## config.mk

```make
export PLATFORM = sky130hd
export DESIGN_NAME = a429_tx_ser
export DESIGN_NICKNAME = d
export VERILOG_FILES = /design/src/rtl/a429_pkg.sv /design/src/rtl/a429_bit_timer.sv /design/src/rtl/a429_tx_ser.sv
export SDC_FILE = /design/constraint.sdc
export NUM_CORES = 1
export LEC_CHECK = 0
export CAP_MARGIN = 20
export CORE_ASPECT_RATIO = 1.25
export CORE_MARGIN = 5
export CORE_UTILIZATION = 45
export DETAILED_ROUTE_END_ITERATION = 10
export PLACE_DENSITY = 0.71
export SYNTH_ARGS = -nofsm -noshare
export SYNTH_HDL_FRONTEND = slang
export SYNTH_SLANG_ARGS = --single-unit
```

## constraint.sdc

```tcl
create_clock -name clk -period 4.28 [get_ports clk]
set_input_delay 0.856 -clock clk [delete_from_list [all_inputs] [get_ports clk]]
set_output_delay 0.856 -clock clk [all_outputs]
set_load 0.1 [all_outputs]
```

## src/rtl/a429_pkg.sv

```systemverilog
// a429_pkg: shared word width, transmitter state type and parity helper for the ARINC 429 TX path.
package a429_pkg;
  localparam int A429_WORD_W = 32;
  typedef enum logic [1:0] {IDLE, FETCH, SHIFT, GAP} a429_state_e;
  function automatic logic a429_odd_par(input logic [30:0] d);
    return ~^d;
  endfunction
endpackage

```

## src/rtl/a429_bit_timer.sv

```systemverilog
// a429_bit_timer: half-bit tick generator; phase 0 = HIGH half, 1 = NULL half, restarts whenever run is low.
module a429_bit_timer #(
  parameter int DIV = 25
) (
  input  logic clk,
  input  logic rst,
  input  logic run,
  output logic half_tick,
  output logic phase
);
  localparam int CW = DIV > 1 ? $clog2(DIV) : 1;
  logic [CW-1:0] cnt_q, cnt_d;
  logic phase_q, phase_d;
  assign half_tick = run & (cnt_q == CW'(DIV - 1));
  assign phase = phase_q;
  always_comb begin
    cnt_d = (~run | half_tick) ? '0 : cnt_q + CW'(1);
    phase_d = run & (phase_q ^ half_tick);
  end
  always_ff @(posedge clk) begin
    if (rst) begin
      cnt_q <= '0;
      phase_q <= 1'b0;
    end else begin
      cnt_q <= cnt_d;
      phase_q <= phase_d;
    end
  end
endmodule

```

## src/rtl/a429_tx_ser.sv

```systemverilog
// a429_tx_ser: ARINC 429 bipolar RZ transmit serializer fed from a word FIFO.
// Define A429_TX_PARITY_EN to replace bit 32 with odd parity at latch time.
module a429_tx_ser
  import a429_pkg::*;
#(
  parameter int DIV = 25,
  parameter int GAP_BITS = 4,
  parameter bit FWFT = 1'b1
) (
  input  logic                   clk,
  input  logic                   rst,
  input  logic                   en,
  input  logic                   fifo_et,
  input  logic [A429_WORD_W-1:0] fifo_do,
  input  logic                   fifo_vl,
  output logic                   fifo_re,
  output logic                   tx_a,
  output logic                   tx_b,
  output logic                   busy,
  output logic                   word_done,
  output logic [15:0]            word_cnt
);
  localparam int GAP_LEN = GAP_BITS * 2 * DIV;
  localparam int GW = GAP_LEN > 1 ? $clog2(GAP_LEN) : 1;
  a429_state_e state_q, state_d;
  logic [A429_WORD_W-1:0] sh_q, sh_d, load_word;
  logic [4:0] bit_q, bit_d;
  logic [GW-1:0] gap_q, gap_d;
  logic [15:0] cnt_q, cnt_d;
  logic done_q, done_d, tx_a_q, tx_a_d, tx_b_q, tx_b_d;
  logic run, half_tick, phase, phase_nx, bit_end, pop;
`ifdef A429_TX_PARITY_EN
  assign load_word = {a429_odd_par(fifo_do[30:0]), fifo_do[30:0]};
`else
  assign load_word = fifo_do;
`endif
  assign run = state_q == SHIFT;
  assign bit_end = half_tick & phase;
  assign pop = ~rst & (state_q == IDLE) & en & ~fifo_et;
  assign fifo_re = pop;
  assign busy = state_q != IDLE;
  assign tx_a = tx_a_q;
  assign tx_b = tx_b_q;
  assign word_done = done_q;
  assign word_cnt = cnt_q;
  a429_bit_timer #(.DIV(DIV)) u_timer (
    .clk(clk),
    .rst(rst),
    .run(run),
    .half_tick(half_tick),
    .phase(phase)
  );
  always_comb begin
    state_d = state_q;
    sh_d = sh_q;
    bit_d = bit_q;
    gap_d = '0;
    cnt_d = cnt_q;
    done_d = 1'b0;
    unique case (state_q)
      IDLE: begin
        if (pop) begin
          state_d = FWFT ? SHIFT : FETCH;
          sh_d = FWFT ? load_word : sh_q;
          bit_d = '0;
        end
      end
      FETCH: begin
        state_d = fifo_vl ? SHIFT : IDLE;
        sh_d = fifo_vl ? load_word : sh_q;
        bit_d = '0;
      end
      SHIFT: begin
        if (bit_end) begin
          sh_d = sh_q >> 1;
          state_d = (bit_q == 5'd31) ? GAP : SHIFT;
          bit_d = (bit_q == 5'd31) ? bit_q : bit_q + 5'd1;
          done_d = bit_q == 5'd31;
          cnt_d = (bit_q == 5'd31) ? cnt_q + 16'd1 : cnt_q;
        end
      end
      GAP: begin
        state_d = (gap_q == GW'(GAP_LEN - 1)) ? IDLE : GAP;
        gap_d = (gap_q == GW'(GAP_LEN - 1)) ? '0 : gap_q + GW'(1);
      end
      default: state_d = IDLE;
    endcase
    // Lines are registered, so drive them from the phase and bit that the next cycle will see.
    phase_nx = run & (phase ^ half_tick);
    tx_a_d = (state_d == SHIFT) & ~phase_nx & sh_d[0];
    tx_b_d = (state_d == SHIFT) & ~phase_nx & ~sh_d[0];
  end
  always_ff @(posedge clk) begin
    if (rst) begin
      state_q <= IDLE;
      sh_q <= '0;
      bit_q <= '0;
      gap_q <= '0;
      cnt_q <= '0;
      done_q <= 1'b0;
      tx_a_q <= 1'b0;
      tx_b_q <= 1'b0;
    end else begin
      state_q <= state_d;
      sh_q <= sh_d;
      bit_q <= bit_d;
      gap_q <= gap_d;
      cnt_q <= cnt_d;
      done_q <= done_d;
      tx_a_q <= tx_a_d;
      tx_b_q <= tx_b_d;
    end
  end
endmodule
```

==> impl_metrics.py <==
metrics = {
    "outcome": {
        "status": "finished clean",
    },
    "power_and_ir_drop": {
        "p_seq_frac": 0.495,
        "power.share.clock": 0.433,
        "internal-power_w": 0.00108,
        "netSwitchingFraction": 0.229,
        "combPwrFrac": 0.073,
        "p_switching_w": 0.000319,
        "power.density_nw_per_um2": 357,
        "ir_drop_mv": 0.291,
        "p_leak_nw": 1.37,
    },
    "grt": {
        "grt_pass1_vias": 2516,
        "grt_overflow": 0,
        "antenna_found_initial": 0,
        "grt_pass1_wl_um": 11300,
        "grt_usage": 0.163,
        "grt_max_degree": 61,
    },
    "detailed_routing": {
        "vias": 2624,
        "vias_per_cell": 5.38,
        "drt_iter0_drc": 114,
        "first_pass_iters": 4,
        "drc": 0,
        "ant_nets": 0,
        "drt-total-wl_um": 6700,
        "drt-wirelength-per-cell_um": 13.7,
    },
    "finish": {
        "fin_util": 0.592,
        "layout.area.seq_um2": 1440,
        "fill_cells": 607,
        "layout.nets": 440,
        "area_delta_synth_final_pct": 27.6,
        "layout-drive-gt1-share": 0.0848,
        "antenna_cells": 0,
        "multi_input_area_um2": 1500,
    },
    "timing": {
        "slew_viol_final": 0,
        "slew_headroom": 0.335,
        "tightest_slew_ns": 0.994,
        "rsz0062_at_grt": "false",
        "fin_skew_ns": 0.0113,
        "period_needed_ns": 3.25,
        "fmax_mhz": 308,
        "tns_ns": 0,
        "setup_viol_count_final": 0,
        "finalCritPeriodShare": 0.759,
        "hold_viol": 0,
    },
    "floorplanning": {
        "die-area_um2": 8570,
        "core_area_um2": 6610,
        "die_h_um": 102,
        "io_pins": 58,
        "die_width_um": 83.8,
        "start_util": 0.464,
        "rows": 33,
    },
    "cts": {
        "hold_buffers": 0,
        "clkSinkCount": 72,
        "clock_latency_ns": 0.34,
        "cts_resized": 0,
        "cts_buffer_depth": 2,
        "root_buffer": "clkbuf_8",
        "cts_tree": "yes",
        "ctsHtreeMaxLevel": 3,
        "path_clk_slew_ns": 0.07,
        "cts_buffers": 9,
        "post_cts_buffers": 0,
    },
    "critical_path": {
        "startpoint_type": "register",
        "crit_path_max_fanout": 13,
        "worstPathCellList": "nor2_1, inv_1, clkdlybuf4s50_1",
        "cp.buffers_inverters": 2,
        "critPathTopFamily": "buffers and inverters",
        "slowest_stage": "clkdlybuf4s50_1",
        "crit_required_ns": 3.42,
        "arrival_ns": 2.39,
        "setup.worst_path.class": "register to primary output",
        "critPathMaxStageDelay_ns": 1.18,
        "cp-end-kind": "primary output",
    },
    "logic_synthesis": {
        "async_flop_share": 0,
        "synth-seq-cells": 72,
        "synthTopCellsByArea": "dfxtp_1, a22oi_1, a21oi_1, nor2_1, nand2_1",
        "synth_top_area_frac": 0.470,
        "yosysSeqAreaShare": 0.470,
        "yosysTopAreaCell": "dfxtp_1",
        "synth.avg_cell_area_um2": 8.91,
        "synth_most_common_cell": "dfxtp_1",
        "synthesis.area_um2": 3060,
        "synth_warnings": 0,
        "syn_nets": 388,
        "synth.distinct_cells": 41,
        "synthFlopType": "dfxtp_1",
        "synth_common_cells": "dfxtp_1, nor2_1, a21oi_1, nand2_1, a22oi_1",
        "synth_cells": 344,
        "synth-edff-count": 0,
    },
    "hold_path": {
        "hold_class": "register to register",
    },
    "place": {
        "gp_congestion": 0.815,
        "dp.final_hpwl_um": 4630,
        "io_buffers": 57,
    },
    "flow_run": {
        "cap_violations": 0,
    },
}
==> per-layer routing <==
metal | share of wire | up-vias | global-route usage | routed length [µm]
met1 | 0.45 | 1234 | 0.197 | 3000
li1 | - | 1318 | - | -
met5 | 0 | - | 0 | 0
met4 | 0.021 | 0 | 0.0978 | 144
met2 | 0.48 | 60 | 0.262 | 3210
met3 | 0.052 | 12 | 0.0419 | 348
==> worst paths after layout <==
kind / startpoint / cells past startpoint / to / slack [ns]
max: state_q[1]$_SDFF_PP0_ / 3 / busy / 1.03
min: gap_q[0]$_SDFF_PP0_ / 1 / gap_q[0]$_SDFF_PP0_ / 0.45
max reg2reg: state_q[1]$_SDFF_PP0_ / 8 / word_cnt[2]$_SDFFE_PP0P_ / 1.70
min reg2reg: gap_q[0]$_SDFF_PP0_ / 1 / gap_q[0]$_SDFF_PP0_ / 0.45
==> cell usage in the layout, fill, tap and decap left out, types with 5 or more instances in the layout <==
master,instances
a22oi_1,31
nand2_1,35
clkbuf_8,10
nand3_1,15
and3_1,5
clkdlybuf4s50_1,55
xor2_1,9
ha_1,7
a21oi_1,37
buf_4,5
nor2_1,40
xnor2_1,12
dfxtp_1,72
inv_1,9
==> power by group through the flow <==
stage / sequential, W / clock [W] / combinational [W]
after floorplan: 0.000709 / 0 / 0.0000512
after global placement: 0.000706 / 0 / 0.000101
after detailed placement: 0.000707 / 0 / 0.000102
after CTS: 0.000691 / 0.000617 / 0.000103
after global routing: 0.000693 / 0.000647 / 0.000111
final: 0.000691 / 0.000605 / 0.000102
==> through the flow <==
step / total power, W / instances / area (µm²) / setup slack (ns) / hold slack (ns)
floorplan: 0.000760 / 344 / 3060 / 0.886 / 0.413
global placement: 0.000807 / 472 / 3680 / 1.20 / 0.426
detailed placement: 0.000808 / 472 / 3680 / 1.23 / 0.443
CTS: 0.00141 / 488 / 3910 / 1.02 / 0.453
global route: 0.00145 / 488 / 3910 / 0.870 / 0.492
finish: 0.00140 / 488 / 3910 / 1.03 / 0.447
==> final cells by class <==
cell class,instances,share of cell area
Sequential cell,72,0.369
Multi-Input combinational cell,243,0.384
Clock inverter,6,0.0237
Clock buffer,10,0.0352
Timing Repair Buffer,61,0.152
Inverter,9,0.00864
Tap cell,87,0.0278
==> logic make-up (layout without fill, tap and decap cells) <==
kind of cell | count (synthesis) | after routing | share of synthesized area
and+or+nand+nor | 130 | 130 | 0.209
AOI/OAI and AO/OA | 80 | 80 | 0.175
DFF | 72 | 72 | 0.470
buffers and inverters | 29 | 86 | 0.0392
xor gates and xnor gates | 21 | 21 | 0.0600
adders and majority gates | 7 | 7 | 0.0286
muxes | 5 | 5 | 0.0176
==> sequential cells by signal, summed over array words and instances (netlist names) <==
| register | cells |
|---|---|
| bit_q | 5 |
| gap_q | 8 |
| sh_q | 32 |
| state_q | 2 |
| tx_a | 1 |
| tx_b | 1 |
| u_timer.cnt_q | 5 |
| u_timer.phase | 1 |
| word_cnt | 16 |
| word_done | 1 |
Note: power is estimated with default switching activity, not from simulation.
